[src/rtl/lane_clk_ctrl_if.sv]
// Request/transmit/divider-control bundle between link/config logic and lane_clk_ctrl.
// The master side is the link/config logic. The slave side is the controller.
interface lane_clk_ctrl_if;
    logic req_valid;
    logic req_ready;
    logic req_single_lane;
    logic tx_idle;
    logic tx_enable;
    logic single_lane;
    logic div_rst_n;
    logic busy;
    logic done;
    logic timeout;

    modport master (
        output req_valid, req_single_lane, tx_idle,
        input  req_ready, tx_enable, single_lane, div_rst_n, busy, done, timeout
    );

    modport slave (
        input  req_valid, req_single_lane, tx_idle,
        output req_ready, tx_enable, single_lane, div_rst_n, busy, done, timeout
    );
endinterface

[src/rtl/lane_clk_ctrl.sv]
// Lane clock divider reconfiguration sequencer. It quiesces TX, holds the divider
// in reset across a mode change, waits for the clock to settle, then re-enables TX.
module lane_clk_ctrl #(
    parameter bit          RESET_SINGLE_LANE = 1'b1,
    parameter int unsigned HOLD_CYCLES       = 4,
    parameter int unsigned SETTLE_CYCLES     = 16,
    parameter int unsigned DRAIN_TIMEOUT     = 255
) (
    input logic            clk_in,
    input logic            rst,
    lane_clk_ctrl_if.slave bus
);

    localparam int unsigned HS_MAX  = (HOLD_CYCLES > SETTLE_CYCLES) ? HOLD_CYCLES : SETTLE_CYCLES;
    localparam int unsigned CNT_MAX = (HS_MAX > DRAIN_TIMEOUT) ? HS_MAX : DRAIN_TIMEOUT;
    localparam int unsigned CNT_W   = $clog2(CNT_MAX + 1);

    localparam logic [CNT_W-1:0] HOLD_INIT   = CNT_W'(HOLD_CYCLES - 1);
    localparam logic [CNT_W-1:0] SETTLE_INIT = CNT_W'(SETTLE_CYCLES - 1);
    localparam logic [CNT_W-1:0] DRAIN_INIT  = CNT_W'(DRAIN_TIMEOUT - 1);

    typedef enum logic [1:0] {IDLE, DRAIN, HOLD, SETTLE} state_t;

    state_t           state_q, state_d;
    logic [CNT_W-1:0] cnt_q, cnt_d;
    logic             single_lane_q, single_lane_d;
    logic             pend_mode_q, pend_mode_d;
    logic             div_rst_n_q, div_rst_n_d;
    logic             tx_enable_q, tx_enable_d;
    logic             req_ready_q, req_ready_d;
    logic             busy_q, busy_d;
    logic             done_q, done_d;
    logic             timeout_q, timeout_d;

    always_ff @(posedge clk_in or posedge rst) begin
        if (rst) begin
            state_q       <= HOLD;
            cnt_q         <= HOLD_INIT;
            single_lane_q <= RESET_SINGLE_LANE;
            pend_mode_q   <= RESET_SINGLE_LANE;
            div_rst_n_q   <= 1'b0;
            tx_enable_q   <= 1'b0;
            req_ready_q   <= 1'b0;
            busy_q        <= 1'b1;
            done_q        <= 1'b0;
            timeout_q     <= 1'b0;
        end else begin
            state_q       <= state_d;
            cnt_q         <= cnt_d;
            single_lane_q <= single_lane_d;
            pend_mode_q   <= pend_mode_d;
            div_rst_n_q   <= div_rst_n_d;
            tx_enable_q   <= tx_enable_d;
            req_ready_q   <= req_ready_d;
            busy_q        <= busy_d;
            done_q        <= done_d;
            timeout_q     <= timeout_d;
        end
    end

    // Every output is a register. Each transition therefore loads the values
    // that the outputs must hold in the state being entered.
    always_comb begin
        state_d       = state_q;
        cnt_d         = cnt_q;
        single_lane_d = single_lane_q;
        pend_mode_d   = pend_mode_q;
        div_rst_n_d   = div_rst_n_q;
        tx_enable_d   = tx_enable_q;
        req_ready_d   = req_ready_q;
        busy_d        = busy_q;
        done_d        = 1'b0;
        timeout_d     = 1'b0;

        case (state_q)
            HOLD: begin
                if (cnt_q == '0) begin
                    state_d     = SETTLE;
                    cnt_d       = SETTLE_INIT;
                    div_rst_n_d = 1'b1;
                end else begin
                    cnt_d = cnt_q - 1'b1;
                end
            end
            SETTLE: begin
                if (cnt_q == '0) begin
                    state_d     = IDLE;
                    tx_enable_d = 1'b1;
                    req_ready_d = 1'b1;
                    busy_d      = 1'b0;
                    done_d      = 1'b1;
                end else begin
                    cnt_d = cnt_q - 1'b1;
                end
            end
            IDLE: begin
                if (bus.req_valid && req_ready_q) begin
                    if (bus.req_single_lane == single_lane_q) begin
                        done_d = 1'b1;
                    end else begin
                        pend_mode_d = bus.req_single_lane;
                        state_d     = DRAIN;
                        cnt_d       = DRAIN_INIT;
                        tx_enable_d = 1'b0;
                        req_ready_d = 1'b0;
                        busy_d      = 1'b1;
                    end
                end
            end
            DRAIN: begin
                // When tx_idle and an expired count occur together, tx_idle
                // wins and the mode change goes ahead.
                if (bus.tx_idle) begin
                    state_d       = HOLD;
                    cnt_d         = HOLD_INIT;
                    single_lane_d = pend_mode_q;
                    div_rst_n_d   = 1'b0;
                end else if (cnt_q == '0) begin
                    state_d     = IDLE;
                    tx_enable_d = 1'b1;
                    req_ready_d = 1'b1;
                    busy_d      = 1'b0;
                    timeout_d   = 1'b1;
                end else begin
                    cnt_d = cnt_q - 1'b1;
                end
            end
            default: begin
                state_d     = HOLD;
                cnt_d       = HOLD_INIT;
                div_rst_n_d = 1'b0;
                tx_enable_d = 1'b0;
                req_ready_d = 1'b0;
                busy_d      = 1'b1;
            end
        endcase
    end

    assign bus.req_ready   = req_ready_q;
    assign bus.tx_enable   = tx_enable_q;
    assign bus.single_lane = single_lane_q;
    assign bus.div_rst_n   = div_rst_n_q;
    assign bus.busy        = busy_q;
    assign bus.done        = done_q;
    assign bus.timeout     = timeout_q;

endmodule

[src/flat_wrapper.sv]
// flat-port wrapper written by rule: the top's interface ports become plain ports
module lane_clk_ctrl_flat 
#(
    parameter bit          RESET_SINGLE_LANE = 1'b1,
    parameter int unsigned HOLD_CYCLES       = 4,
    parameter int unsigned SETTLE_CYCLES     = 16,
    parameter int unsigned DRAIN_TIMEOUT     = 255
)
  (clk_in, rst, bus_req_valid, bus_req_single_lane, bus_tx_idle, bus_req_ready, bus_tx_enable, bus_single_lane, bus_div_rst_n, bus_busy, bus_done, bus_timeout);
  lane_clk_ctrl_if bus_i ();
  input logic clk_in;
  input logic rst;
  input wire logic [$bits(bus_i.req_valid)-1:0] bus_req_valid;
  input wire logic [$bits(bus_i.req_single_lane)-1:0] bus_req_single_lane;
  input wire logic [$bits(bus_i.tx_idle)-1:0] bus_tx_idle;
  output wire logic [$bits(bus_i.req_ready)-1:0] bus_req_ready;
  output wire logic [$bits(bus_i.tx_enable)-1:0] bus_tx_enable;
  output wire logic [$bits(bus_i.single_lane)-1:0] bus_single_lane;
  output wire logic [$bits(bus_i.div_rst_n)-1:0] bus_div_rst_n;
  output wire logic [$bits(bus_i.busy)-1:0] bus_busy;
  output wire logic [$bits(bus_i.done)-1:0] bus_done;
  output wire logic [$bits(bus_i.timeout)-1:0] bus_timeout;
  assign bus_i.req_valid = bus_req_valid;
  assign bus_i.req_single_lane = bus_req_single_lane;
  assign bus_i.tx_idle = bus_tx_idle;
  assign bus_req_ready = bus_i.req_ready;
  assign bus_tx_enable = bus_i.tx_enable;
  assign bus_single_lane = bus_i.single_lane;
  assign bus_div_rst_n = bus_i.div_rst_n;
  assign bus_busy = bus_i.busy;
  assign bus_done = bus_i.done;
  assign bus_timeout = bus_i.timeout;
  lane_clk_ctrl #(.RESET_SINGLE_LANE(RESET_SINGLE_LANE), .HOLD_CYCLES(HOLD_CYCLES), .SETTLE_CYCLES(SETTLE_CYCLES), .DRAIN_TIMEOUT(DRAIN_TIMEOUT)) u_core (.clk_in(clk_in), .rst(rst), .bus(bus_i));
endmodule
[config.mk]
export PLATFORM = sky130hd
export DESIGN_NAME = lane_clk_ctrl_flat
export DESIGN_NICKNAME = d
export VERILOG_FILES = /design/src/rtl/lane_clk_ctrl_if.sv /design/src/rtl/lane_clk_ctrl.sv /design/src/flat_wrapper.sv
export SDC_FILE = /design/constraint.sdc
export NUM_CORES = 1
export LEC_CHECK = 0
export CAP_MARGIN = 20
export CORE_ASPECT_RATIO = 1.25
export CORE_MARGIN = 2
export CORE_UTILIZATION = 45
export CTS_CLUSTER_SIZE = 12
export DETAILED_ROUTE_END_ITERATION = 6
export PLACE_DENSITY = 0.75
export SYNTH_ARGS = -nofsm -noshare
export SYNTH_HDL_FRONTEND = slang
export SYNTH_SLANG_ARGS = --single-unit
export TNS_END_PERCENT = 20
[constraint.sdc]
create_clock -name clk_in -period 2.85 [get_ports clk_in]
set_clock_uncertainty 0.15 [all_clocks]
set_input_delay 0.285 -clock clk_in [delete_from_list [all_inputs] [get_ports clk_in]]
set_output_delay 0.285 -clock clk_in [all_outputs]
set_load 0.03 [all_outputs]
==> results of run 1 <==
power groups by stage:
stage	Sequential, mW	Clock, mW	Combinational, mW
final	0.256	0.132	0.0148
after CTS	0.256	0.136	0.0152
after detailed placement	0.260	0	0.0152
after global placement	0.260	0	0.0148
after global routing	0.256	0.143	0.0167
after floorplan	0.260	0	0.00580
synth_stat cells (2+ instances only):
cell type | n | share of area [%]
dfstp_2 | 6 | 13
inv_1 | 9 | 2.9
nor2_1 | 13 | 4.1
a22oi_1 | 2 | 1.3
nand3_1 | 2 | 0.85
clkbuf_1 | 2 | 0.64
nand2_1 | 10 | 3.2
o21ai_0 | 11 | 4.7
ha_1 | 7 | 7.4
a21oi_1 | 11 | 4.7
a31oi_1 | 6 | 3.2
nand2b_1 | 2 | 1.1
o211ai_1 | 2 | 1.3
dfrtp_1 | 12 | 25
nor3_1 | 5 | 2.1
mux2_2 | 2 | 1.9
nand4_1 | 4 | 2.1
layout make-up:
type                       instances  area, um^2  area share (%)
sequential                        18         458            33.8
tap                               33        41.3            3.05
multi-input combinational        101         662            48.9
timing repair buffer              14         133            9.80
inverter                          10        37.5            2.77
clock buffer                       3        22.5            1.66
layer usage:
| layer | track usage, % | share of wire (%) | wire length, um | up-vias |
|---|---|---|---|---|
| li1 | - | - | - | 521 |
| met1 | 24.3 | 43 | 1150 | 524 |
| met2 | 36.2 | 51 | 1370 | 45 |
| met3 | 3.16 | 4.5 | 121 | 3 |
| met4 | 7.14 | 0.94 | 25 | 0 |
| met5 | 0 | 0 | 0 | - |
worst reg2reg max path: stages (launching register included):
cell and delay, ps:
dfstp_2 400, inv_1 100, ha_1 250, nor3b_2 220, and2_1 300, inv_2 130, ha_1 320, a21oi_1 70
nor3_1 180, nor3_1 60, a21oi_1 140
sequential cells by signal, summed over array words and instances, names as in the netlist:
signal                  cells
u_core.cnt_q                8
u_core.bus.busy             1
u_core.bus.tx_enable        1
u_core.bus.req_ready        1
u_core.bus.done             1
u_core.bus.timeout          1
u_core.state_q              2
u_core.bus.single_lane      1
u_core.pend_mode_q          1
u_core.bus.div_rst_n        1
final timing paths:
kind | cells past startpoint | from | endpoint | slack [ps]
min in group clk_in | 1 | u_core.bus.busy | u_core.bus.busy | 390
max in group asynchronous | 2 | rst | u_core.cnt_q[5] | 1900
max reg2reg | 10 | u_core.cnt_q[0] | u_core.cnt_q[0] | 480
max | 10 | u_core.cnt_q[0] | u_core.cnt_q[0] | 480
min | 2 | rst | u_core.bus.tx_enable | 220
min reg2reg | 1 | u_core.bus.busy | u_core.bus.busy | 390
cells by family (layout without fill, tap and decap cells):
logic type	after synthesis	count (layout)	share of synthesized area (%)
AND/OR/NAND/NOR	44	44	19.6
buffers and inverters	14	27	5.19
adder cells (fa/ha/maj)	7	7	7.41
XOR/XNOR	2	2	1.48
AO/OA/AOI/OAI	45	45	24.8
multiplexers	3	3	2.75
flip-flops	18	18	38.8
per-stage QoR:
step	instances	util [%]	instance area, um^2
2_1_floorplan	133	-	1180
3_3_place_gp	176	54.3	1330
3_5_place_dp	176	54.3	1330
4_1_cts	179	55.2	1350
5_1_grt	179	55.2	1350
6_report	179	55.2	1350
==> results.toml, run 1 <==
[power_and_ir_drop]
p_sw_share_pct = 22.7
powerDensity_nw_per_um2 = 297
clkPwrFrac_pct = 32.8
p_leak_nw = 0.508
power_frac_seq_pct = 63.6
vdd_drop_max_mv = 0.262
netSwitchingPower_mw = 0.0914
intPower_mw = 0.311
p_total_mw = 0.402
combPwrFrac_pct = 3.7

[logic_synthesis]
ys_ff_latch = 18
synth_flop_cell = "dfrtp_1"
synth_edf_count = 0
syn-num-nets = 145
yosysWarnings = 0
ys_types = 44
ys_seq_area_share_pct = 38.8
syn_inst = 133
ys_async_sr_fraction_pct = 100
syn_avg_cell_area_um2 = 8.88
netlist_area_um2 = 1180

[placed_design]
portBuffers = 11
dpl_worst_slack_ps = 514
dpl.hpwl_um = 2040
gp_congestion = 0.965

[routing]
vias = 1093
ant_nets = 0
first_iter_violations = 53
viasPerCell = 6.11
wire_per_inst_um = 14.9
firstDrtPassIters = 4
routed_wl_um = 2660
drc = 0

[floorplan]
start_util_pct = 48.2
die_x_um = 49.8
die_height_um = 61.3
die-area_um2 = 3050
io_pins = 12
core_um2 = 2450
rows = 20

[critical_path]
cp_top_family = "simple AND/OR/NAND/NOR gates"
slowest_stage = "dfstp_2"
path_buf_inv = 2
cp_cell_sequence = "inv_1 > ha_1 > nor3b_2 > and2_1 > inv_2 > ha_1 > a21oi_1 > nor3_1 > nor3_1 > a21oi_1"
required_ps = 2940
cp_slowest_stage_delay_ps = 400
cp_max_fo = 8
cp-start-kind = "flop"
crit_arrival_ps = 2460
setup.worst_path.end_class = "flop"
crit_type = "flop to flop"

[clock_network]
cts.clk_slew.worst_paths_ps = 110
clockRootBuffer = "clkbuf_4"
cts_buffers = 3
cts_hold_buf = 0
cts_buffer_depth = 2
cts_tree = "built"
clkLatencyLatePin_ps = 300
cts-htree-levels = 1
cts.sinks = 18
ctsResizeCount = 0
cts_setup_buffers = 0

[final_layout]
syn_to_final_growth_pct = 14.6
nFillCells = 239
drive_gt1_share_pct = 13.0
final_common_cell = "nor2_1"
diodes = 0
layout_common_cells = "13 x nor2_1, 12 x dfrtp_1, 11 x o21ai_0, 11 x a21oi_1, 11 x clkdlybuf4s50_1"
nNetsFinal = 160

[min_path]
hp-class = "primary input to async pin"

[global_route]
antenna_found_initial = 0
grt_start_max_net_pins = 19
grt_pass1_wl_um = 4570
grt_pass1_vias = 986
grt_overflow_total = 0
track_usage_pct = 20.0

[sta]
fin_crit_sh_pct = 83.3
layout_setup_ws_ps = 477
max_freq_mhz = 421
finalHoldWorstSlack_ps = 223
maxSlewViolCount = 0
fin_tns_setup_ps = 0
setup_violations = 0
relSlewSlack_pct = 55.1
rsz0062_at_grt = "false"
hold_viol = 0
max_slew.worst_pin.slew_ps = 673
period_minus_slack_ps = 2370

[run_status]
run_status = "completed"

[job]
maxCapViolations = 0
(Power assumes the default switching activity.)
==> inputs of run 2 (changes only) <==
- PLACE_DENSITY: 0.75 -> 0.77
- clock period: 2.85 -> 1.9 ns (I/O delays scaled with it)
==> run 2 against run 1 <==
Compared with the run above: fmax up 25%; total power up 67%; final area up 26%; sequential share of layout area down 6.9 points.
==> results.toml, run 2 (same netlist as run 1, synthesis figures left out) <==
[run_status]
run_status = "completed"

[power_and_ir_drop]
powerDensity_nw_per_um2 = 395
power_frac_seq_pct = 57.0
intPower_mw = 0.518
p_sw_share_pct = 23.1
combPwrFrac_pct = 5.1
clkPwrFrac_pct = 38.0
vdd_drop_max_mv = 0.391
p_leak_nw = 0.723
netSwitchingPower_mw = 0.155

[sta]
fin_crit_sh_pct = 99.8
finalHoldWorstSlack_ps = 380
period_minus_slack_ps = 1900
layout_setup_ws_ps = 4.71
max_freq_mhz = 528
maxSlewViolCount = 0
rsz0062_at_grt = "true"
relSlewSlack_pct = 74.5
hold_viol = 0
max_slew.worst_pin.slew_ps = 382
setup_violations = 0
fin_tns_setup_ps = 0

[final_layout]
nNetsFinal = 193
syn_to_final_growth_pct = 44.2
final_common_cell = "buf_4"
drive_gt1_share_pct = 38.9
top_register = "u_core.cnt_q"
postLayoutCellArea_um2 = 1700
top_regs = "u_core.cnt_q x8, u_core.state_q x2"
multi_input_area_um2 = 738
final_util_pct = 69.4
nFillCells = 213
diodes = 0
layout_common_cells = "35 x buf_4, 12 x nor2_1, 12 x dfrtp_1, 10 x nand2_1"
seq_area_um2 = 458
largest_register_ffs = 8

[clock_network]
cts_buffer_depth = 2
cts_tree = "built"
clkLatencyLatePin_ps = 320
cts.sinks = 18
cts_buffers = 3
clockRootBuffer = "clkbuf_4"
cts-htree-levels = 1
cts.clk_slew.worst_paths_ps = 110

[floorplan]
die_x_um = 49.8
core_um2 = 2450
io_pins = 12
rows = 20
start_util_pct = 48.2
die-area_um2 = 3050
die_height_um = 61.3

[placed_design]
dpl_worst_slack_ps = -61.1
gp_congestion = 0.871
dpl.hpwl_um = 2580
dpl_cell_area_um2 = 1610
portBuffers = 11

[routing]
vias = 1241
firstDrtPassIters = 4
drc = 0
wire_per_inst_um = 16.1
viasPerCell = 5.83
ant_nets = 0
routed_wl_um = 3430
first_iter_violations = 61

[critical_path]
required_ps = 2010
setup.worst_path.end_class = "flop"
cp_cell_sequence = "inv_2 > ha_4 > nor3b_4 > and2_4 > inv_8 > ha_4 > a21oi_2 > nor3_2 > nor3_1 > a21oi_1"
cp_slowest_stage_delay_ps = 550
crit_type = "flop to flop"
crit_arrival_ps = 2000
cp-start-kind = "flop"
cp_max_fo = 2
cpMostUsedCell = "ha_4"
slowest_stage = "dfstp_2"

[global_route]
grt_start_max_net_pins = 12
grt_pass1_wl_um = 5620
track_usage_pct = 24.8
grt_overflow_total = 0
grt_pass1_vias = 1254
antenna_found_initial = 0

[min_path]
hp-class = "flop to flop"

[job]
maxCapViolations = 0
[run 2: cell types whose count changed in the layout (fill, tap and decap cells not counted), sizes merged]
cell,previous run,this run
dlymetal6s2s,0,1
dlygate4sd3,0,1
buf,3,35
clkdlybuf4s50,11,9
dlygate4sd2,0,1
clkbuf,3,4
[run 2: per-layer routing]
layer  global-route usage (%)  up-vias  wire length, um
met3                     3.40        7              157
met4                     14.3        0               85
met1                     27.3      608             1340
met5                        0        -                0
li1                         -      584                -
met2                     46.5       42             1860
[run 2: final cells by class]
class	count	area share, %
repair buffers	47	22.6
multi-input cells	101	43.4
well taps	33	2.42
flip-flops and latches	18	26.9
inverters	10	2.65
clock buffers	4	2.13
[run 2: power groups by stage]
stage          combinational, mW  clock (mW)  sequential [mW]
4_1_cts                   0.0336       0.265            0.384
3_5_place_dp              0.0319           0            0.390
5_1_grt                   0.0373       0.273            0.384
2_1_floorplan            0.00869           0            0.390
6_report                  0.0342       0.256            0.384
3_3_place_gp              0.0303           0            0.390
[run 2: path summary, 6_finish.rpt]
path                            slack, ps            start  cells after the start                 to
worst max-delay path                    5  u_core.cnt_q[1]                     10    u_core.cnt_q[0]
worst min-delay path                  380  u_core.bus.busy                      1    u_core.bus.busy
worst max register to register          5  u_core.cnt_q[1]                     10    u_core.cnt_q[0]
worst min register to register        380  u_core.bus.busy                      1    u_core.bus.busy
min in group asynchronous             550              rst                      3  u_core.state_q[0]
max in group asynchronous             480              rst                      4    u_core.cnt_q[1]
[run 2: through the flow]
step | std cells | power (mW)
floorplan | 133 | 0.399
global placement | 207 | 0.421
detailed placement | 207 | 0.422
CTS | 212 | 0.682
global route | 213 | 0.695
finish | 213 | 0.673
[run 2: critical path, delay by kind of cell (launching register included)]
family          cells  cell delay, ps
compound gates      2             190
fa+ha+maj           2             340
buf+inv             2             100
flops               1             550
simple gates        4             490
[run 2: timing repair]
action,in CTS,in global routing
pin swaps,1,3
hold buffers,1,0
gates resized for setup,5,14
endpoints found under the setup margin,6,11
cloned,0,0
hold endpoints to repair,5,0
setup buffers,0,1
